File: src/rtl/mux_tree_pipe_pkg.sv
// mux_pkg: shared helpers for the pipelined mux tree.
//   word_count(sel_w, lvl) : number of DATA_W words held by tree level lvl,
//                            i.e. 2**(sel_w-1-lvl).
package mux_pkg;

  function automatic int unsigned word_count(input int unsigned sel_w,
                                             input int unsigned lvl);
    return 32'd1 << (sel_w - 32'd1 - lvl);
  endfunction

endpackage

File: src/rtl/mux_tree_pipe_if.sv
// mux_tree_pipe_if: valid/ready bus of the pipelined mux tree.
//   d_in      : N_IN flattened channels, channel k = d_in[k*DATA_W +: DATA_W]
//   sel_in    : channel index, sampled with d_in
//   valid_in  : d_in/sel_in valid          ready_out : tree accepts input
//   y_out     : selected channel           valid_out : y_out valid
//   ready_in  : downstream accepts y_out
// master = producer/consumer side, slave = mux tree side.
interface mux_tree_pipe_if #(
  parameter int unsigned DATA_W = 8,
  parameter int unsigned SEL_W  = 2
);
  localparam int unsigned N_IN = 2 ** SEL_W;

  logic [N_IN*DATA_W-1:0] d_in;
  logic [SEL_W-1:0]       sel_in;
  logic                   valid_in;
  logic                   ready_out;
  logic [DATA_W-1:0]      y_out;
  logic                   valid_out;
  logic                   ready_in;

  modport master (
    output d_in, sel_in, valid_in, ready_in,
    input  ready_out, y_out, valid_out
  );

  modport slave (
    input  d_in, sel_in, valid_in, ready_in,
    output ready_out, y_out, valid_out
  );
endinterface

File: src/rtl/mux_tree_pipe_stage.sv
// mux_2_1_stage: one registered level of the mux tree.
//   up_bus   : {carried select bits, this level's select bit, 2*N_PAIRS words}
//   up_valid : upstream valid
//   rdy_dn   : downstream stage (or output consumer) ready
//   rdy      : this stage can load this cycle (!dn_valid | rdy_dn)
//   dn_bus   : {carried select bits, N_PAIRS words}, registered
//   dn_valid : registered valid
// Word j of the output is pair (2j, 2j+1) of the input chosen by the select bit.
module mux_2_1_stage #(
  parameter int unsigned DATA_W    = 8,
  parameter int unsigned N_PAIRS   = 1,
  parameter int unsigned SEL_REM_W = 0
) (
  input  logic                                 clk,
  input  logic                                 rst_n,
  input  logic [2*N_PAIRS*DATA_W+SEL_REM_W:0]  up_bus,
  input  logic                                 up_valid,
  input  logic                                 rdy_dn,
  output logic                                 rdy,
  output logic [N_PAIRS*DATA_W+SEL_REM_W-1:0]  dn_bus,
  output logic                                 dn_valid
);
  localparam int unsigned IN_D_W  = 2 * N_PAIRS * DATA_W;
  localparam int unsigned OUT_D_W = N_PAIRS * DATA_W;

  logic                           sel_bit;
  logic [OUT_D_W-1:0]             pick;
  logic [OUT_D_W+SEL_REM_W-1:0]   nxt;

  assign sel_bit = up_bus[IN_D_W];

  always_comb begin
    pick = '0;
    for (int unsigned j = 0; j < N_PAIRS; j++) begin
      pick[j*DATA_W +: DATA_W] = sel_bit ? up_bus[(2*j+1)*DATA_W +: DATA_W]
                                         : up_bus[(2*j)*DATA_W +: DATA_W];
    end
  end

  // The last level carries no select bits; keep the register width non-zero.
  if (SEL_REM_W > 0) begin : g_carry
    assign nxt = {up_bus[IN_D_W+SEL_REM_W -: SEL_REM_W], pick};
  end else begin : g_nocarry
    assign nxt = pick;
  end

  // Empty stage, or one whose contents leave this cycle, may load.
  assign rdy = !dn_valid || rdy_dn;

  always_ff @(posedge clk or negedge rst_n) begin
    if (!rst_n) begin
      dn_bus   <= '0;
      dn_valid <= 1'b0;
    end else if (rdy) begin
      dn_bus   <= nxt;
      dn_valid <= up_valid;
    end
  end
endmodule

File: src/rtl/mux_tree_pipe.sv
// mux_tree_pipe: pipelined N:1 multiplexer, N = 2**SEL_W, built as SEL_W
// registered levels of 2:1 muxes; level s resolves sel bit s (LSB first).
// Latency SEL_W cycles, throughput 1/cycle, valid/ready backpressure with
// bubble collapsing.
//   clk_in   : rising-edge clock
//   rst_n_in : asynchronous active-low reset
//   bus      : mux_tree_pipe_if.slave (d_in, sel_in, valid_in, ready_out,
//              y_out, valid_out, ready_in)
// Build option MUX_TREE_ZERO_IDLE_EN: y_out forced to 0 while valid_out=0.
module mux_tree_pipe
  import mux_pkg::*;
#(
  parameter int unsigned DATA_W = 8,
  parameter int unsigned SEL_W  = 2
) (
  input  logic             clk_in,
  input  logic             rst_n_in,
  mux_tree_pipe_if.slave   bus
);
  for (genvar s = 0; s < SEL_W; s++) begin : g_lvl
    localparam int unsigned NP   = word_count(SEL_W, s);
    localparam int unsigned CW   = SEL_W - 1 - s;
    localparam int unsigned IN_W = 2 * NP * DATA_W + CW + 1;
    localparam int unsigned OW   = NP * DATA_W + CW;

    logic [IN_W-1:0] up_bus;
    logic            up_valid;
    logic            rdy_dn;
    logic            rdy;
    logic [OW-1:0]   dn_bus;
    logic            dn_valid;

    if (s == 0) begin : g_first
      assign up_bus   = {bus.sel_in, bus.d_in};
      assign up_valid = bus.valid_in;
    end else begin : g_mid
      assign up_bus   = g_lvl[s-1].dn_bus;
      assign up_valid = g_lvl[s-1].dn_valid;
    end

    if (s == SEL_W - 1) begin : g_out
      assign rdy_dn = bus.ready_in;
    end else begin : g_inner
      assign rdy_dn = g_lvl[s+1].rdy;
    end

    mux_2_1_stage #(
      .DATA_W    (DATA_W),
      .N_PAIRS   (NP),
      .SEL_REM_W (CW)
    ) u_stage (
      .clk      (clk_in),
      .rst_n    (rst_n_in),
      .up_bus   (up_bus),
      .up_valid (up_valid),
      .rdy_dn   (rdy_dn),
      .rdy      (rdy),
      .dn_bus   (dn_bus),
      .dn_valid (dn_valid)
    );
  end

  assign bus.ready_out = g_lvl[0].rdy;
  assign bus.valid_out = g_lvl[SEL_W-1].dn_valid;

`ifdef MUX_TREE_ZERO_IDLE_EN
  assign bus.y_out = g_lvl[SEL_W-1].dn_bus & {DATA_W{g_lvl[SEL_W-1].dn_valid}};
`else
  assign bus.y_out = g_lvl[SEL_W-1].dn_bus;
`endif
endmodule

File: src/flat_wrapper.sv
// flat-port wrapper written by rule: the top's interface ports become plain ports
module mux_tree_pipe_flat import mux_pkg::*;
#(
  parameter int unsigned DATA_W = 8,
  parameter int unsigned SEL_W  = 2
)
  (clk_in, rst_n_in, bus_d_in, bus_sel_in, bus_valid_in, bus_ready_in, bus_ready_out, bus_y_out, bus_valid_out);
  mux_tree_pipe_if #(.DATA_W(DATA_W), .SEL_W(SEL_W)) bus_i ();
  input  logic clk_in;
  input  logic rst_n_in;
  input wire logic [$bits(bus_i.d_in)-1:0] bus_d_in;
  input wire logic [$bits(bus_i.sel_in)-1:0] bus_sel_in;
  input wire logic [$bits(bus_i.valid_in)-1:0] bus_valid_in;
  input wire logic [$bits(bus_i.ready_in)-1:0] bus_ready_in;
  output wire logic [$bits(bus_i.ready_out)-1:0] bus_ready_out;
  output wire logic [$bits(bus_i.y_out)-1:0] bus_y_out;
  output wire logic [$bits(bus_i.valid_out)-1:0] bus_valid_out;
  assign bus_i.d_in = bus_d_in;
  assign bus_i.sel_in = bus_sel_in;
  assign bus_i.valid_in = bus_valid_in;
  assign bus_i.ready_in = bus_ready_in;
  assign bus_ready_out = bus_i.ready_out;
  assign bus_y_out = bus_i.y_out;
  assign bus_valid_out = bus_i.valid_out;
  mux_tree_pipe #(.DATA_W(DATA_W), .SEL_W(SEL_W)) u_core (.clk_in(clk_in), .rst_n_in(rst_n_in), .bus(bus_i));
endmodule
File: config.mk
export PLATFORM = sky130hd
export DESIGN_NAME = mux_tree_pipe_flat
export DESIGN_NICKNAME = d
export VERILOG_FILES = /design/src/rtl/mux_tree_pipe_pkg.sv /design/src/rtl/mux_tree_pipe_if.sv /design/src/rtl/mux_tree_pipe_stage.sv /design/src/rtl/mux_tree_pipe.sv /design/src/flat_wrapper.sv
export SDC_FILE = /design/constraint.sdc
export NUM_CORES = 1
export LEC_CHECK = 0
export BUFFER_PORTS_ARGS = -buffer_cell sky130_fd_sc_hd__buf_4
export CORE_ASPECT_RATIO = 1.25
export CORE_MARGIN = 5
export CORE_UTILIZATION = 53
export DETAILED_ROUTE_END_ITERATION = 8
export GPL_TIMING_DRIVEN = 0
export PLACE_DENSITY = 0.91
export SYNTH_ARGS = -nofsm -noshare
export SYNTH_HDL_FRONTEND = slang
export SYNTH_SLANG_ARGS = --single-unit
File: constraint.sdc
create_clock -name clk_in -period 2.85 [get_ports clk_in]
set_input_delay 0.4275 -clock clk_in [delete_from_list [all_inputs] [get_ports clk_in]]
set_output_delay 0.4275 -clock clk_in [all_outputs]
set_load 0.02 [all_outputs]
Word level (Yosys, flattened, before mapping)
Cells that the tools add are included.
{"block": "op_classes", "muxes": 3, "n_reduce_logical": 4}
{"operator": "8-bit 2-to-1 mux", "n": 3}
{"operator": "1-bit zero test", "n": 2}
{"operator": "1-bit logical OR", "n": 2}
{"block": "totals", "regBits": 27, "output_inout_bits": 10}

Logic depth before layout (Yosys ltp)
Gate-level depths: netlist (run 1).
{"block": "logic_depth", "ltp_word": 3, "depth_mapped": 4, "mapped_depth_nobuf": 2}

By module
From an unflattened synthesis (run 1), not the netlist that was laid out.
{"block": "unflattened", "hier_cells": 86, "hier_area_um2": 1452.6}
{"mod": "mux_2_1_stage (u_core.g_lvl[0].u_stage)", "n_inst": 1, "cells_per_inst": 57, "area_per_inst_um2": 955.9, "seq_area_each_um2": 450.4}
{"mod": "mux_2_1_stage (u_core.g_lvl[1].u_stage)", "n_inst": 1, "cells_per_inst": 29, "area_per_inst_um2": 496.7, "seq_area_each_um2": 225.2}

Worst setup path before layout (run 1)
No wires, ideal clock.
{"block": "synth_timing", "path_kind": "reg-to-reg", "from": "register u_core.g_lvl[1].u_stage.dn_valid", "to": "register u_core.g_lvl[0].u_stage.dn_bus[10]", "arrival_ps": 1275, "required_ps": 2725, "slack_ps": 1450, "stages_incl_launch_ff": 5, "synth_period_minus_slack_ps": 1400, "cell_sequence": "dfrtp_1 > nand3b_1 > buf_2 > buf_6 > mux2_4"}
{"block": "synth_via", "elab_chain_cells": 3}
{"item": "start, declared", "line_no": "mux_tree_pipe_stage.sv:21", "text": "output logic dn_valid"}
{"item": "start signal, assigned", "line_no": "mux_tree_pipe_stage.sv:56", "text": "dn_valid <= up_valid;"}
{"item": "1-bit zero test", "line_no": "mux_tree_pipe_stage.sv:48", "text": "assign rdy = !dn_valid || rdy_dn;"}
{"item": "1-bit logical OR (2 in a row)", "line_no": "mux_tree_pipe_stage.sv:48"}
{"item": "named net bus_ready_out", "line_no": "flat_wrapper.sv:15", "text": "output wire logic [$bits(bus_i.ready_out)-1:0] bus_ready_out;"}
{"item": "end signal, assigned", "line_no": "mux_tree_pipe_stage.sv:55", "text": "dn_bus <= nxt;"}
{"item": "end, declared", "line_no": "mux_tree_pipe_stage.sv:20", "text": "output logic [N_PAIRS*DATA_W+SEL_REM_W-1:0] dn_bus,"}
The timed path passes the listed nets, and every way through them passes these cells.
A chain may end at the register's enable or synchronous reset.

Worst setup path in the final report (run 1)
{"block": "layout_timing", "from": "register u_core.g_lvl[1].u_stage.dn_valid", "to": "output bus_ready_out"}
{"block": "layout_via", "elab_chain_cells": 3}
{"item": "1-bit zero test", "line_no": "mux_tree_pipe_stage.sv:48"}
{"item": "1-bit logical OR (2 in a row)", "line_no": "mux_tree_pipe_stage.sv:48"}
{"item": "end, declared", "line_no": "flat_wrapper.sv:15"}
Every way passes these cells.

==> flow_summary.yaml, run 1 <==
clock_network:
  cts_max_path_buffers: 2
  htree_num_levels: 1
  post_cts_buffers: 0
  clkTransAtPathRegs_ns: 0.13
  cts_tree: "yes"
  cts_num_sinks: 27
  cts_hold_buf: 0
  insertion_delay_ns: 0.31
  cts_made_buffers: 3
  cts_resized: 0
  cts_root_buffer: "clkbuf_4"
timing:
  fmax_mhz: 529
  hold-worst-slack_ns: -0.00183
  finalCriticalPeriod_ns: 1.89
  timing.setup.tns_ns: 0
  grt_setup_unrepaired: "false"
  worstMarginPinSlew_ns: 0.332
  skew_ns: 0.00102
  setup_viol: 0
  period_share: 0.664
  slew-limit-headroom: 0.779
  maxSlewViolCount: 0
  hold_violations: 2
setup_path:
  startpoint: "u_core.g_lvl[1].u_stage.dn_valid$_DFFE_PN0P_"
  crit_family: "buffers and inverters"
  crit_type: "register to primary output"
  critPathLaunchType: "register"
  slowest_stage: "dfrtp_1"
  cp-end-kind: "primary output"
  critPathBufInv: 3
  reg2reg_slack_ns: 1.45
  r2r_start: "u_core.g_lvl[1].u_stage.dn_valid$_DFFE_PN0P_"
  crit_fanout: 10
  worst-path-stages: 4
  required_ns: 2.42
  cp_slowest_stage_delay_ns: 0.41
  worstPathArrival_ns: 1.46
  path_cells: "nand3b_1 -> buf_2 -> buf_6 -> buf_4"
  r2r_cells: 4
finish:
  nets: 175
  layout_commonest_cell: "buf_4"
  n_antenna_cell: 0
  multi_input_area_sq_um: 653
  final-seq-area_sq_um: 676
  fillCellCount: 159
  syn_to_final_growth_pct: 29.8
  drive_gt1_frac: 0.765
  layout_common_cells: "buf_4, mux2_2, dfrtp_1"
floorplanning:
  fp.dieW_microns: 55.7
  core_area_sq_mm: 0.00248
  die_area_sq_mm: 0.00374
  start_util: 0.560
  io_pins: 48
  rows: 20
  die_h_microns: 67.2
synthesis:
  yosysWarnings: 0
  synth_top_area_share: 0.487
  syn_avg_cell_area_sq_um: 16.1
  ys_seq_area_frac: 0.487
  syn_inst: 86
  synthesis.area_sq_mm: 0.00139
  ys_seq_elements: 27
  synth.area.top_cells: "dfrtp_1, mux2_2, mux2_4"
  synthesis.nets: 124
  yosysUniqueCellTypes: 8
  synth_top_area_cell: "dfrtp_1"
detailed_routing:
  viasPerCell: 5.02
  drtIter0Drc: 10
  routed_wl_mm: 2.61
  wl_per_cell_microns: 15.4
  drt_pre_antenna_iters: 2
  final_antenna_net_count: 0
  num_vias: 848
  post-route-drc-count: 0
pwr:
  finalPower_uw: 913
  vdd_drop_max_mv: 0.320
  p_per_area_mw_per_mm2: 507
  leakage_nw: 0.878
run_status:
  run_status: "complete, but fails checks"
  violations: "negative hold slack"
grt:
  track_usage: 0.154
  gr-total-overflow: 0
  antenna_found_initial: 0
  grtUsageMet1: 0.162
  grt_pass1_vias: 977
  grtUsageMet3: 0.0325
  grt_start_max_net_pins: 28
  grt.busiest_layer: "met2"
  grt_pass1_wl_mm: 4.44
  grt_util_met2: 0.297
placed_design:
  gp_congestion: 0.722
  hpwl_mm: 2.06
  numPortBuffers: 46
min_path:
  holdCritPathClass: "primary input to asynchronous set/reset pin"
job:
  drv_cap: 0
## through the flow
stage               hold WS [ns]  instances  setup slack, ns  instance area, sq um  utilization
CTS                      0.00359        169            0.941                  1800        0.726
floorplan                  0.132         86             1.45                  1390            -
detailed placement         0.357        165             1.16                  1770        0.716
global route             0.00553        169            0.851                  1800        0.726
global placement           0.348        165             1.18                  1770        0.716
finish                  -0.00183        169            0.958                  1800        0.726
## where the power goes
part	switching (mW)	internal, mW
clock	0.0994	0.0546
sequential	0.0296	0.441
combinational	0.112	0.176
## worst paths after layout
path | endpoint
setup / recovery | bus_ready_out
hold / removal | u_core.g_lvl[0].u_stage.dn_bus[13]$_DFFE_PN0P_
setup reg to reg | u_core.g_lvl[0].u_stage.dn_bus[15]$_DFFE_PN0P_
hold reg to reg | u_core.g_lvl[1].u_stage.dn_valid$_DFFE_PN0P_
max in group asynchronous | u_core.g_lvl[1].u_stage.dn_bus[1]$_DFFE_PN0P_
min in group clk_in | u_core.g_lvl[0].u_stage.dn_valid$_DFFE_PN0P_
## final cells by class
type | count | area share
clock buffers | 4 | 0.0146
flip-flops and latches | 27 | 0.376
well taps | 33 | 0.0229
multi-input cells | 53 | 0.363
plain buffers | 6 | 0.0320
repair buffers | 46 | 0.192
## Yosys cell counts
cell type / instances
buf_6: 2
buf_2: 3
mux2_2: 29
nand2b_1: 3
dfrtp_1: 27
mux2_4: 20
nand3b_1: 1
buf_12: 1
## routing by layer
layer,part of all wire,routed length (microns)
met3,0.046,119
met1,0.36,941
met2,0.58,1520
met5,0,0
met4,0.011,29
## logic make-up (layout without fill, tap and decap cells)
kind of cell,after synthesis,count (layout),synth area share
simple gates,4,4,0.0190
flops,27,27,0.487
buf+inv,6,56,0.0415
mux,49,49,0.452
## sequential cells by signal (all words and copies together) (netlist names)
signal	count
u_core.g_lvl.u_stage.dn_valid	2
u_core.g_lvl.u_stage.dn_bus	25
Note: power is estimated with default switching activity, not from simulation.
==> run 2, diff against run 1 <==
--- a/config.mk
+++ b/config.mk
@@ -8,10 +8,10 @@
 export BUFFER_PORTS_ARGS = -buffer_cell sky130_fd_sc_hd__buf_4
 export CORE_ASPECT_RATIO = 1.25
 export CORE_MARGIN = 5
-export CORE_UTILIZATION = 53
+export CORE_UTILIZATION = 44
 export DETAILED_ROUTE_END_ITERATION = 8
 export GPL_TIMING_DRIVEN = 0
-export PLACE_DENSITY = 0.91
+export PLACE_DENSITY = 0.81
 export SYNTH_ARGS = -nofsm -noshare
 export SYNTH_HDL_FRONTEND = slang
 export SYNTH_SLANG_ARGS = --single-unit
==> constraint.sdc (replaced) <==
create_clock -name clk_in -period 1.7 [get_ports clk_in]
set_input_delay 0.255 -clock clk_in [delete_from_list [all_inputs] [get_ports clk_in]]
set_output_delay 0.255 -clock clk_in [all_outputs]
set_load 0.02 [all_outputs]
==> run 2 against run 1 <==
The flow now finishes without violations. Non-clock buffer count increased by 1. Register-to-register slack lost 1.1 ns. Clock skew is 0.0080 ns higher. Largest cell class unchanged. Highest routed layer unchanged.
==> flow_summary.yaml, run 2 (synthesis gave the netlist of run 1 again) <==
timing:
  timing.setup.tns_ns: 0
  period_share: 0.946
  skew_ns: 0.00902
  hold-worst-slack_ns: 0.111
  fmax_mhz: 622
  hold_violations: 0
  maxSlewViolCount: 0
  setup_viol: 0
  worstMarginPinSlew_ns: 0.341
  finalCriticalPeriod_ns: 1.61
  slew-limit-headroom: 0.773
  grt_setup_unrepaired: "false"
pwr:
  leakage_nw: 0.888
  vdd_drop_max_mv: 0.839
  finalPower_mw: 1.57
  p_per_area_mw_per_mm2: 857
clock_network:
  cts_tree: "yes"
  post_cts_buffers: 0
  cts_num_sinks: 27
  insertion_delay_ns: 0.33
  cts_made_buffers: 3
  cts_max_path_buffers: 2
  clkTransAtPathRegs_ns: 0.15
  htree_num_levels: 1
  cts_root_buffer: "clkbuf_4"
setup_path:
  worstPathArrival_ns: 1.35
  r2r_cells: 3
  required_ns: 1.44
  crit_fanout: 10
  startpoint: "u_core.g_lvl[1].u_stage.dn_valid$_DFFE_PN0P_"
  r2r_start: "u_core.g_lvl[0].u_stage.dn_bus[16]$_DFFE_PN0P_"
  crit_type: "register to primary output"
  cp-end-kind: "primary output"
  slowest_stage: "dfrtp_1"
  critPathLaunchType: "register"
  path_cells: "nand3b_1 -> buf_6 -> buf_12 -> buf_4"
  cp_slowest_stage_delay_ns: 0.42
grt:
  grt_pass1_vias: 970
  track_usage: 0.142
  antenna_found_initial: 0
  grt_start_max_net_pins: 28
  gr-total-overflow: 0
  grt_pass1_wl_mm: 4.53
finish:
  drive_gt1_frac: 0.766
  largest_register_ffs: 25
  fillCellCount: 257
  nets: 176
  layout_common_cells: "buf_4, mux2_2, dfrtp_1"
  syn_to_final_growth_pct: 32.1
  n_antenna_cell: 0
  utilization: 0.611
  top_register: "u_core.g_lvl.u_stage.dn_bus"
  reg_top3: "u_core.g_lvl.u_stage.dn_bus (25), u_core.g_lvl.u_stage.dn_valid (2)"
  layout_commonest_cell: "buf_4"
  finalInstanceArea_sq_mm: 0.00183
run_status:
  run_status: "finished, final reports clean"
placed_design:
  hpwl_mm: 2.17
  gp_congestion: 0.738
  placed_cell_area_sq_mm: 0.00178
  numPortBuffers: 46
detailed_routing:
  routed_wl_mm: 2.82
  num_vias: 891
  final_antenna_net_count: 0
  wl_per_cell_microns: 16.3
  post-route-drc-count: 0
  drtIter0Drc: 7
  viasPerCell: 5.15
  drt_pre_antenna_iters: 2
floorplanning:
  start_util: 0.462
  die_h_microns: 72.8
  io_pins: 48
  rows: 22
  core_area_sq_mm: 0.00300
  die_area_sq_mm: 0.00438
  fp.dieW_microns: 60.2
job:
  drv_cap: 0
min_path:
  holdCritPathClass: "primary input to register"
  holdCritStartpoint: "bus_valid_in"
  hold_depth: 2
[run 2: changes by cell type in the layout (fill, tap and decap cells not counted), sizes merged]
| cell | previous run | this run |
|---|---|---|
| clkinvlp | 0 | 1 |
| dlygate4sd3 | 0 | 1 |
| clkbuf | 4 | 3 |
[run 2: path summary, 6_finish.rpt]
kind                                                             endpoint  slack (ns)
setup / recovery                                            bus_ready_out        0.09
hold / removal               u_core.g_lvl[0].u_stage.dn_valid$_DFFE_PN0P_        0.11
setup reg to reg            u_core.g_lvl[1].u_stage.dn_bus[5]$_DFFE_PN0P_        0.37
hold reg to reg              u_core.g_lvl[1].u_stage.dn_valid$_DFFE_PN0P_        0.48
max in group asynchronous  u_core.g_lvl[0].u_stage.dn_bus[15]$_DFFE_PN0P_        1.09
min in group asynchronous  u_core.g_lvl[0].u_stage.dn_bus[16]$_DFFE_PN0P_        0.34
[run 2: stage by stage]
step	std cells	setup WS [ns]
6_report	173	0.0911
5_1_grt	173	0.0154
4_1_cts	173	0.00603
3_5_place_dp	168	0.279
3_3_place_gp	168	0.304
2_1_floorplan	86	0.300
[run 2: critical path, delay by kind of cell, from the launching register on]
family                 cells  cell delay [ns]
buffers and inverters      3             0.49
and+or+nand+nor            1             0.10
DFF                        1             0.42
[run 2: what timing repair did]
action / in CTS / in global routing
hold endpoints to repair: 27 / 0
gates resized for setup: 1 / 3
hold buffers: 1 / 0
endpoints found under the setup margin: 1 / 1
[run 2: power by group]
part,switching [mW],internal [mW]
registers,0.0538,0.740
logic,0.189,0.303
clock network,0.195,0.0903
[run 2: metal layers]
metal	up-vias	wire, microns	GRT usage	part of all wire
met4	0	54	0.0739	0.019
met1	445	1070	0.170	0.38
met2	31	1510	0.239	0.54
li1	408	-	-	-
met5	-	0	0	0
met3	7	187	0.0212	0.066
[run 2: layout make-up]
cell class	instances	area, sq um	share of cell area
multi-input cells	53	653	0.357
flip-flops and latches	27	676	0.369
repair buffers	47	355	0.194
clock inverters	1	7.51	0.00410
clock buffers	3	22.5	0.0123
well taps	36	45.0	0.0246
plain buffers	6	72.6	0.0396
